## src/rtl/dl_mem_arbiter_if.sv

```systemverilog
`default_nettype none
// ============================================================================
//  Module      : dl_mem_arbiter_if
//  Description : Signal bundle between the download/memory arbiter and its
//                environment. It carries the ROM download byte stream, the
//                core read port, the shared memory command port and the
//                core reset / overrun status outputs.
//                The master modport is the arbiter's view. The slave modport
//                is the view of whatever drives the loader, the core and the
//                memory controller.
//  Revision    : 1.0 - initial release
// ============================================================================
interface dl_mem_arbiter_if;

    // ROM download byte stream (no backpressure)
    logic        dl_active;
    logic        dl_wr;
    logic [24:0] dl_addr;
    logic [7:0]  dl_data;

    // Core read port (level request, one-cycle ack)
    logic        core_rd_req;
    logic [23:0] core_rd_addr;
    logic [15:0] core_rd_data;
    logic        core_rd_ack;

    // Shared memory command port (level request, one-cycle ack)
    logic        mem_req;
    logic        mem_we;
    logic [23:0] mem_addr;
    logic [15:0] mem_wdata;
    logic [1:0]  mem_be;
    logic        mem_ack;
    logic [15:0] mem_rdata;

    // Status
    logic        core_reset;
    logic        dl_overrun;

    modport master (
        input  dl_active,
        input  dl_wr,
        input  dl_addr,
        input  dl_data,
        input  core_rd_req,
        input  core_rd_addr,
        output core_rd_data,
        output core_rd_ack,
        output mem_req,
        output mem_we,
        output mem_addr,
        output mem_wdata,
        output mem_be,
        input  mem_ack,
        input  mem_rdata,
        output core_reset,
        output dl_overrun
    );

    modport slave (
        output dl_active,
        output dl_wr,
        output dl_addr,
        output dl_data,
        output core_rd_req,
        output core_rd_addr,
        input  core_rd_data,
        input  core_rd_ack,
        input  mem_req,
        input  mem_we,
        input  mem_addr,
        input  mem_wdata,
        input  mem_be,
        output mem_ack,
        output mem_rdata,
        input  core_reset,
        input  dl_overrun
    );

endinterface
`default_nettype wire

```

## src/rtl/dl_mem_arbiter.sv

```systemverilog
`default_nettype none
// ============================================================================
//  Module      : dl_mem_arbiter
//  Description : Shares one 16-bit memory port between a ROM download
//                stream (byte writes, buffered in a 4-entry FIFO) and a game
//                core read port. A three-state FSM (IDLE / DL_BUSY /
//                CORE_BUSY) arbitrates only in IDLE. The loader normally
//                wins. A starvation counter forces a core grant after eight
//                loader grants made while the core was waiting.
//  Options     : `define DL_CORE_HOLD_EN  - holds the core in reset during a
//                download and for 16 cycles after it ends. The core cannot
//                be granted while it is held. Without the macro, core_reset
//                is just a registered copy of reset.
//  Revision    : 1.0 - initial release
// ============================================================================
module dl_mem_arbiter (
    input  wire              clk_sys,
    input  wire              reset,
    dl_mem_arbiter_if.master bus
);

    // ------------------------------------------------------------------------
    // Constants
    // ------------------------------------------------------------------------
    localparam logic [2:0] c_fifo_full   = 3'd4;  // entry count when full
    localparam logic [3:0] c_starve_max  = 4'd8;  // loader grants before core wins
`ifdef DL_CORE_HOLD_EN
    localparam logic [4:0] c_hold_cycles = 5'd16; // core reset tail after download
`endif

    typedef enum logic [1:0] {
        S_IDLE      = 2'd0,
        S_DL_BUSY   = 2'd1,
        S_CORE_BUSY = 2'd2
    } state_t;

    // ------------------------------------------------------------------------
    // Registers
    // ------------------------------------------------------------------------
    state_t      state_q;
    logic        mem_req_q;
    logic        mem_we_q;
    logic [23:0] mem_addr_q;
    logic [15:0] mem_wdata_q;
    logic [1:0]  mem_be_q;
    logic        core_rd_ack_q;
    logic [15:0] core_rd_data_q;
    logic [3:0]  starve_q;
    logic        dl_overrun_q;
    logic        core_reset_q;

    // Download FIFO: each entry is {byte address, byte}
    logic [32:0] fifo_q [0:3];
    logic [1:0]  wr_ptr_q;
    logic [1:0]  rd_ptr_q;
    logic [2:0]  fifo_cnt_q;
    logic [2:0]  fifo_cnt_d;

    // ------------------------------------------------------------------------
    // Combinational helpers
    // ------------------------------------------------------------------------
    logic        w_fifo_empty;
    logic        w_fifo_full;
    logic        w_pop;
    logic        w_push;
    logic        w_drop;
    logic [24:0] w_head_addr;
    logic [7:0]  w_head_data;
    logic        w_core_block;
    logic        w_core_ok;
    logic        w_core_first;
    logic        w_grant_dl;
    logic        w_grant_core;

    assign w_fifo_empty = (fifo_cnt_q == 3'd0);
    assign w_fifo_full  = (fifo_cnt_q == c_fifo_full);

    // The head entry stays in the FIFO while its write is in flight. It is
    // popped only when the memory acknowledges the write.
    assign w_pop  = (state_q == S_DL_BUSY) && bus.mem_ack;

    // A byte arriving while the FIFO is full still fits if the head leaves
    // on the same edge. Otherwise it is lost and the overrun flag latches.
    assign w_push = bus.dl_wr && (!w_fifo_full || w_pop);
    assign w_drop = bus.dl_wr &&  w_fifo_full && !w_pop;

    assign w_head_addr = fifo_q[rd_ptr_q][32:8];
    assign w_head_data = fifo_q[rd_ptr_q][7:0];

`ifdef DL_CORE_HOLD_EN
    // A core held in reset must not be granted memory.
    assign w_core_block = core_reset_q;
`else
    assign w_core_block = 1'b0;
`endif

    // The core keeps its request high during the cycle that carries its ack.
    // That held level must not be taken as a new request.
    assign w_core_ok    = bus.core_rd_req && !w_core_block && !core_rd_ack_q;
    assign w_core_first = w_core_ok && (starve_q == c_starve_max);

    assign w_grant_dl   = (state_q == S_IDLE) && !w_fifo_empty && !w_core_first;
    assign w_grant_core = (state_q == S_IDLE) && !w_grant_dl && w_core_ok;

    // Next FIFO occupancy from the push/pop pair
    always_comb begin
        fifo_cnt_d = fifo_cnt_q;
        case ({w_push, w_pop})
            2'b10:   fifo_cnt_d = fifo_cnt_q + 3'd1;
            2'b01:   fifo_cnt_d = fifo_cnt_q - 3'd1;
            default: fifo_cnt_d = fifo_cnt_q;
        endcase
    end

    // ------------------------------------------------------------------------
    // FIFO storage. Contents need no reset; validity comes from the pointers.
    // ------------------------------------------------------------------------
    // Write the incoming byte and its address at the tail
    always_ff @(posedge clk_sys) begin
        if (w_push) begin
            fifo_q[wr_ptr_q] <= {bus.dl_addr, bus.dl_data};
        end
    end

    // FIFO pointers and occupancy
    always_ff @(posedge clk_sys) begin
        if (reset) begin
            wr_ptr_q   <= 2'd0;
            rd_ptr_q   <= 2'd0;
            fifo_cnt_q <= 3'd0;
        end else begin
            if (w_push) begin
                wr_ptr_q <= wr_ptr_q + 2'd1;
            end
            if (w_pop) begin
                rd_ptr_q <= rd_ptr_q + 2'd1;
            end
            fifo_cnt_q <= fifo_cnt_d;
        end
    end

    // Sticky overrun flag: set on any dropped download byte
    always_ff @(posedge clk_sys) begin
        if (reset) begin
            dl_overrun_q <= 1'b0;
        end else if (w_drop) begin
            dl_overrun_q <= 1'b1;
        end
    end

    // ------------------------------------------------------------------------
    // Arbitration FSM with registered memory command and core read response
    // ------------------------------------------------------------------------
    // Grant in IDLE, hold the command until mem_ack, then return to IDLE
    always_ff @(posedge clk_sys) begin
        if (reset) begin
            // A reset while busy abandons the transaction with no ack.
            state_q        <= S_IDLE;
            mem_req_q      <= 1'b0;
            mem_we_q       <= 1'b0;
            mem_addr_q     <= 24'd0;
            mem_wdata_q    <= 16'd0;
            mem_be_q       <= 2'b00;
            core_rd_ack_q  <= 1'b0;
            core_rd_data_q <= 16'd0;
            starve_q       <= 4'd0;
        end else begin
            core_rd_ack_q <= 1'b0;
            case (state_q)
                S_IDLE: begin
                    // mem_ack is ignored here; only a grant can leave IDLE.
                    if (w_grant_dl) begin
                        state_q     <= S_DL_BUSY;
                        mem_req_q   <= 1'b1;
                        mem_we_q    <= 1'b1;
                        mem_addr_q  <= w_head_addr[24:1];
                        mem_wdata_q <= {w_head_data, w_head_data};
                        mem_be_q    <= w_head_addr[0] ? 2'b10 : 2'b01;
                        // Count loader grants that overtake a waiting core.
                        if (bus.core_rd_req && (starve_q != c_starve_max)) begin
                            starve_q <= starve_q + 4'd1;
                        end
                    end else if (w_grant_core) begin
                        state_q     <= S_CORE_BUSY;
                        mem_req_q   <= 1'b1;
                        mem_we_q    <= 1'b0;
                        mem_addr_q  <= bus.core_rd_addr;
                        mem_wdata_q <= 16'd0;
                        mem_be_q    <= 2'b11;
                        starve_q    <= 4'd0;
                    end
                end
                S_DL_BUSY: begin
                    // The FIFO pop happens on this same edge.
                    if (bus.mem_ack) begin
                        mem_req_q <= 1'b0;
                        state_q   <= S_IDLE;
                    end
                end
                S_CORE_BUSY: begin
                    if (bus.mem_ack) begin
                        core_rd_data_q <= bus.mem_rdata;
                        core_rd_ack_q  <= 1'b1;
                        mem_req_q      <= 1'b0;
                        state_q        <= S_IDLE;
                    end
                end
                default: begin
                    mem_req_q <= 1'b0;
                    state_q   <= S_IDLE;
                end
            endcase
        end
    end

    // ------------------------------------------------------------------------
    // Core reset generation
    // ------------------------------------------------------------------------
`ifdef DL_CORE_HOLD_EN
    logic       w_hold_src;
    logic [4:0] hold_cnt_q;

    assign w_hold_src = reset || bus.dl_active || !w_fifo_empty ||
                        (state_q == S_DL_BUSY);

    // Hold core reset while any download activity remains, then for a tail
    always_ff @(posedge clk_sys) begin
        if (w_hold_src) begin
            hold_cnt_q   <= c_hold_cycles;
            core_reset_q <= 1'b1;
        end else if (hold_cnt_q != 5'd0) begin
            hold_cnt_q   <= hold_cnt_q - 5'd1;
            core_reset_q <= 1'b1;
        end else begin
            core_reset_q <= 1'b0;
        end
    end
`else
    // Core reset is the system reset delayed by one cycle
    always_ff @(posedge clk_sys) begin
        core_reset_q <= reset;
    end
`endif

    // ------------------------------------------------------------------------
    // Outputs (all registered)
    // ------------------------------------------------------------------------
    assign bus.mem_req      = mem_req_q;
    assign bus.mem_we       = mem_we_q;
    assign bus.mem_addr     = mem_addr_q;
    assign bus.mem_wdata    = mem_wdata_q;
    assign bus.mem_be       = mem_be_q;
    assign bus.core_rd_ack  = core_rd_ack_q;
    assign bus.core_rd_data = core_rd_data_q;
    assign bus.dl_overrun   = dl_overrun_q;
    assign bus.core_reset   = core_reset_q;

endmodule
`default_nettype wire

```

## src/flat_wrapper.sv

```systemverilog
// flat-port wrapper written by rule: the top's interface ports become plain ports
module dl_mem_arbiter_flat 
  (clk_sys, reset, bus_dl_active, bus_dl_wr, bus_dl_addr, bus_dl_data, bus_core_rd_req, bus_core_rd_addr, bus_core_rd_data, bus_core_rd_ack, bus_mem_req, bus_mem_we, bus_mem_addr, bus_mem_wdata, bus_mem_be, bus_mem_ack, bus_mem_rdata, bus_core_reset, bus_dl_overrun);
  dl_mem_arbiter_if bus_i ();
  input  wire clk_sys;
  input  wire reset;
  input wire logic [$bits(bus_i.dl_active)-1:0] bus_dl_active;
  input wire logic [$bits(bus_i.dl_wr)-1:0] bus_dl_wr;
  input wire logic [$bits(bus_i.dl_addr)-1:0] bus_dl_addr;
  input wire logic [$bits(bus_i.dl_data)-1:0] bus_dl_data;
  input wire logic [$bits(bus_i.core_rd_req)-1:0] bus_core_rd_req;
  input wire logic [$bits(bus_i.core_rd_addr)-1:0] bus_core_rd_addr;
  output wire logic [$bits(bus_i.core_rd_data)-1:0] bus_core_rd_data;
  output wire logic [$bits(bus_i.core_rd_ack)-1:0] bus_core_rd_ack;
  output wire logic [$bits(bus_i.mem_req)-1:0] bus_mem_req;
  output wire logic [$bits(bus_i.mem_we)-1:0] bus_mem_we;
  output wire logic [$bits(bus_i.mem_addr)-1:0] bus_mem_addr;
  output wire logic [$bits(bus_i.mem_wdata)-1:0] bus_mem_wdata;
  output wire logic [$bits(bus_i.mem_be)-1:0] bus_mem_be;
  input wire logic [$bits(bus_i.mem_ack)-1:0] bus_mem_ack;
  input wire logic [$bits(bus_i.mem_rdata)-1:0] bus_mem_rdata;
  output wire logic [$bits(bus_i.core_reset)-1:0] bus_core_reset;
  output wire logic [$bits(bus_i.dl_overrun)-1:0] bus_dl_overrun;
  assign bus_i.dl_active = bus_dl_active;
  assign bus_i.dl_wr = bus_dl_wr;
  assign bus_i.dl_addr = bus_dl_addr;
  assign bus_i.dl_data = bus_dl_data;
  assign bus_i.core_rd_req = bus_core_rd_req;
  assign bus_i.core_rd_addr = bus_core_rd_addr;
  assign bus_core_rd_data = bus_i.core_rd_data;
  assign bus_core_rd_ack = bus_i.core_rd_ack;
  assign bus_mem_req = bus_i.mem_req;
  assign bus_mem_we = bus_i.mem_we;
  assign bus_mem_addr = bus_i.mem_addr;
  assign bus_mem_wdata = bus_i.mem_wdata;
  assign bus_mem_be = bus_i.mem_be;
  assign bus_i.mem_ack = bus_mem_ack;
  assign bus_i.mem_rdata = bus_mem_rdata;
  assign bus_core_reset = bus_i.core_reset;
  assign bus_dl_overrun = bus_i.dl_overrun;
  dl_mem_arbiter u_core (.clk_sys(clk_sys), .reset(reset), .bus(bus_i));
endmodule
```

## config.mk

```make
export PLATFORM = sky130hd
export DESIGN_NAME = dl_mem_arbiter_flat
export DESIGN_NICKNAME = d
export VERILOG_FILES = /design/src/rtl/dl_mem_arbiter_if.sv /design/src/rtl/dl_mem_arbiter.sv /design/src/flat_wrapper.sv
export SDC_FILE = /design/constraint.sdc
export NUM_CORES = 1
export LEC_CHECK = 0
export ABC_AREA = 1
export CAP_MARGIN = 20
export CORE_MARGIN = 2
export CORE_UTILIZATION = 25
export DETAILED_ROUTE_END_ITERATION = 10
export GPL_ROUTABILITY_DRIVEN = 0
export PLACE_DENSITY_LB_ADDON = 0.1
export SLEW_MARGIN = 20
export SYNTH_ARGS = -nofsm -noshare
export SYNTH_HDL_FRONTEND = slang
export SYNTH_SLANG_ARGS = --single-unit
export TNS_END_PERCENT = 5
```

## constraint.sdc

```tcl
create_clock -name clk_sys -period 5.65 [get_ports clk_sys]
set_input_delay 0.8475 -clock clk_sys [delete_from_list [all_inputs] [get_ports clk_sys]]
set_output_delay 0.8475 -clock clk_sys [all_outputs]
set_load 0.02 [all_outputs]
```

Word level (Yosys, flattened, before mapping)

Memories as Yosys holds them, arrays and structs flattened. A register that Yosys moved wholly into a read port is not among the register bits.
Index checks and enable logic that the tools add are counted.
W data, S select, Z words.

Memories: 1
Bits in writable memories: 132
Register bits: 76
Logic and storage cells: 85
Output and inout bits: 63
Input port bits: 79

Equality and inequality tests: 10
Add/subtract/negate cells: 5
Muxes and demuxes: 26
Bitwise gates (word level): 1
Reductions and logical operators: 28

Memories:

| memory        | words | width | read ports | clocked after memory_dff | wr ports | RTL line             | text |
|---|---|---|---|---|---|---|---|
| u_core.fifo_q | 4     | 33    | 1          | 1                        | 1        | dl_mem_arbiter.sv:53 | `logic [32:0] fifo_q [0:3];` |

Operators with widths:

| cell                  | count |
|---|---|
| $mux W24              | 2 |
| $mux W16              | 2 |
| $mux W2               | 8 |
| $mux W4               | 3 |
| $logic_and A1 B1 Y1   | 11 |
| $mux W1               | 8 |
| $logic_not A1 Y1      | 6 |
| $pmux W3 S2           | 1 |
| $reduce_and A2 Y1     | 3 |
| $add A2 B1 Y2 const B | 2 |
| $add A4 B1 Y4 const B | 1 |
| $eq A2 B1 Y1 const B  | 2 |
| $eq A2 B2 Y1 const B  | 2 |
| $eq A4 B4 Y1 const B  | 1 |
| $ne A4 B4 Y1 const B  | 1 |
| $pmux W2 S2           | 1 |
| $reduce_bool A2 Y1    | 2 |
| $reduce_or A2 Y1      | 2 |
| $add A3 B1 Y3 const B | 1 |
| $eq A3 B3 Y1 const B  | 1 |
| $logic_not A3 Y1      | 1 |
| $ne A3 B1 Y1 const B  | 1 |
| $reduce_and A3 Y1     | 1 |
| $sub A3 B1 Y3 const B | 1 |
| 6 further kinds       | 6 |

Logic depth before layout (Yosys ltp)

Depth after elaboration: 11
Mapped depth: 12
Mapped depth without buffers: 12

Least setup slack after synthesis

Ideal clock, no wire load.

Path type: input to register
From: input port bus_mem_ack
To: memory u_core.fifo_q[0][0], enable pin
Library setup time: 423 ps
Path slack: 2668 ps
Cell stages on the path: 4
Required time: 5227 ps
Path buffers: 0
Arrival: 2559 ps
Path through: nand2_1 nand3_1 nand2_1 nor2_1

Longest elaborated chain between the ends: 5

Ends and longest elaborated chain:

| item                          | RTL line              | text |
|---|---|---|
| from (decl)                   | flat_wrapper.sv:20    | `input wire logic [$bits(bus_i.mem_ack)-1:0] bus_mem_ack;` |
| $logic_and A1 B1 Y1           | dl_mem_arbiter.sv:80  | `assign w_pop = (state_q == S_DL_BUSY) && bus.mem_ack;` |
| $logic_or A1 B1 Y1            | dl_mem_arbiter.sv:84  | `assign w_push = bus.dl_wr && (!w_fifo_full \|\| w_pop);` |
| $logic_and A1 B1 Y1           | dl_mem_arbiter.sv:84  |  |
| $mux W1                       | dl_mem_arbiter.sv:120 | `if (w_push) begin` |
| $mux W1 (not written as such) | dl_mem_arbiter.sv:121 | `fifo_q[wr_ptr_q] <= {bus.dl_addr, bus.dl_data};` |
| to (decl)                     | dl_mem_arbiter.sv:53  |  |

Every way passes these cells.

Worst setup path after layout

From: input port bus_mem_ack
To: memory u_core.fifo_q[2][18], enable pin

Same word-level chain as after synthesis.

==> results_dict.tcl <==
set metrics [dict create \
    outcome "finished, final reports clean" \
    synthAdderAreaFrac 0.0172 \
    irDropWorstVdd_v 0.000196 \
    vias 5932 \
    cp_slowest_cell "nor2_4" \
    nets 1104 \
    routed_via_density 4.01 \
    combPwrFrac 0.323 \
    start_kind "input pin" \
    synth_nets 981 \
    dp_hpwl_mm 13.1 \
    period_minus_slack_ns 2.79 \
    grt_max_degree 92 \
    p_sw_frac 0.336 \
    cts_resized 0 \
    async_flop_share 0 \
    synth_top_family_by_area "simple AND/OR/NAND/NOR gates" \
    post-route-period-util 0.493 \
    coreArea_um2 33400 \
    ys_seq_elements 202 \
    required_ns 5.83 \
    syn_to_final_growth_pct 29.8 \
    synth_top_area_share 0.471 \
    synth_compound_area_frac 0.0600 \
    power_switching_uw 1700 \
    setup_viol 0 \
    clkLatencyLatePin_ns 0.50 \
    die_height_um 188 \
    cts_root_buffer "clkbuf_16" \
    hold_buffers 0 \
    yosys_warnings 0 \
    path_clk_slew_ns 0.06 \
    cp_cell_sequence "clkdlybuf4s50_1 > nand2_1 > nand3_1 > nand2_1 > nor2_4 > buf_4" \
    p_clk_frac 0.297 \
    start_util 0.252 \
    synth_mux_area_frac 0 \
    antenna_found_initial 1 \
    ant_nets 0 \
    critical_path_arrival_ns 2.97 \
    post-route-util 0.327 \
    ys_types 24 \
    ys_top_cells_by_area "edfxtp_1 47%, dfxtp_1 17%, nand2_1 11%" \
    seq_area_frac_synth 0.637 \
    yosysMostFrequentCell "nand2_1" \
    synth_xor_xnor_area_share 0.00312 \
    cts_buffer_depth 3 \
    maxCapViolations 0 \
    synthFlopType "edfxtp_1" \
    port_buffers 140 \
    drt_iter0_markers 274 \
    drive_gt1_frac 0.0612 \
    cts_tree "built" \
    numCtsBuffers 23 \
    synth_edf_count 132 \
    syn_inst 891 \
    grt-ovfl-total 0 \
    max_freq_mhz 359 \
    yosysTopAreaCell "edfxtp_1" \
    track_usage 0.122 \
    power_density_nw_per_um2 463 \
    path_common_cell "nand2_1" \
    drv_slew 0 \
    min_path_type "flop to flop" \
    routed_wl_mm 21.6 \
    drc 0 \
    die_x_um 188 \
    synth_area_um2 8420 \
    fin_tns_setup_ns 0 \
    p_leak_uw 0.00437 \
    post_cts_buffers 0 \
    drt-wirelength-per-cell_um 14.6 \
    fin_skew_ns 0.00826 \
    endpoint_kind "flop" \
    cts.sinks 202 \
    dr.pass1.iters 4 \
    power_frac_seq 0.380 \
    max-slew-margin-rel 0.321 \
    grt_pass1_wl_mm 33.6 \
    path_max_fanout 19 \
    rsz0062_at_grt "false" \
    grt_pass1_vias 5739 \
    cts.htree.levels 1 \
    num_antenna_cells 0 \
    synth_commonest_cells "245 x nand2_1, 156 x nor2_1, 132 x edfxtp_1" \
    rows 67 \
    syn_avg_cell_area_um2 9.45 \
    dieArea_um2 35200 \
    intPower_uw 3360 \
    io_pins 142 \
    hold_violations 0 \
    crit_type "input pin to flop" \
    cpPeakStageDelay_ns 0.69 \
    tightest_slew_ns 1.02 \
    yosys.area_share.simple 0.212 \
]
metal layers:
layer,vias to the layer above,GRT usage,part of all wire
li1,3094,-,-
met1,2692,0.170,0.49
met2,117,0.192,0.44
met3,27,0.0270,0.058
met4,2,0.0282,0.018
met5,-,0,0.00074
sequential cells by signal, indices dropped and copies added (netlist names), named ones only:
name / flops
u_core.bus.core_reset: 1
u_core.bus.core_rd_ack: 1
u_core.bus.mem_req: 1
u_core.bus.core_rd_data: 16
u_core.rd_ptr_q: 2
u_core.wr_ptr_q: 2
u_core.bus.mem_wdata: 8
u_core.state_q: 2
u_core.bus.mem_be: 2
u_core.bus.mem_we: 1
u_core.bus.dl_overrun: 1
u_core.bus.mem_addr: 24
u_core.fifo_q: 132
u_core.starve_q: 4
u_core.fifo_cnt_q: 3
worst max-delay path, delay by kind of cell:
| kind | cells | cell delay (ns) |
|---|---|---|
| and+or+nand+nor | 4 | 1.20 |
| buffers and inverters | 2 | 0.90 |
cell families after synthesis:
| group | count (synthesis) |
|---|---|
| simple gates | 450 |
| flops | 202 |
| buf+inv | 127 |
| xor+xnor | 3 |
| compound gates | 98 |
| fa+ha+maj | 11 |
final cells by class:
type                       count  area, um^2
fill                        3492       22400
sequential                   202        5370
multi-input combinational    562        2490
timing repair buffer         148        1460
clock buffer                  34         679
tap                          448         561
inverter                      77         289
clock inverter                 7        80.1
final timing paths:
check                                      startpoint                       to  slack [ns]  cells past startpoint
worst max-delay path                      bus_mem_ack     u_core.fifo_q[2][18]        2.86                      6
worst min-delay path            u_core.bus.dl_overrun    u_core.bus.dl_overrun        0.46                      2
worst max register to register                   flop  u_core.bus.mem_addr[23]        2.93                     10
worst min register to register  u_core.bus.dl_overrun    u_core.bus.dl_overrun        0.46                      2
power by group through the flow:
stage	clock network [uW]	registers (uW)	logic, uW
5_1_grt	1600	1950	1820
3_5_place_dp	0	1960	1660
3_3_place_gp	0	1950	1660
2_1_floorplan	0	2130	920
6_report	1500	1920	1630
4_1_cts	1550	1920	1670
metrics by stage:
stage | worst slack [ns] | cell area [um^2] | hold slack (ns) | power [uW] | std cells
6_report | 2.86 | 10900 | 0.459 | 5050 | 1478
5_1_grt | 2.64 | 10900 | 0.475 | 5380 | 1478
4_1_cts | 2.83 | 10900 | 0.465 | 5150 | 1478
3_5_place_dp | 2.31 | 10200 | 0.454 | 3620 | 1437
3_3_place_gp | 2.32 | 10200 | 0.443 | 3620 | 1437
2_1_floorplan | 2.67 | 8420 | 0.458 | 3050 | 891
cells in the final DEF (no fill, tap or decap), drive strengths merged:
master and instances:
o21ai 74, o22ai 1, inv 77, fa 1, a21oi 22, nor2 158, o21bai 1, clkbuf 34
xor2 3, clkinv 5, nand4 1, buf 8, edfxtp 132, nand2 258, nand3 33, bufinv 2
clkdlybuf4s50 140, dfxtp 70, ha 10
No activity file was read; power rests on OpenSTA's default activity.
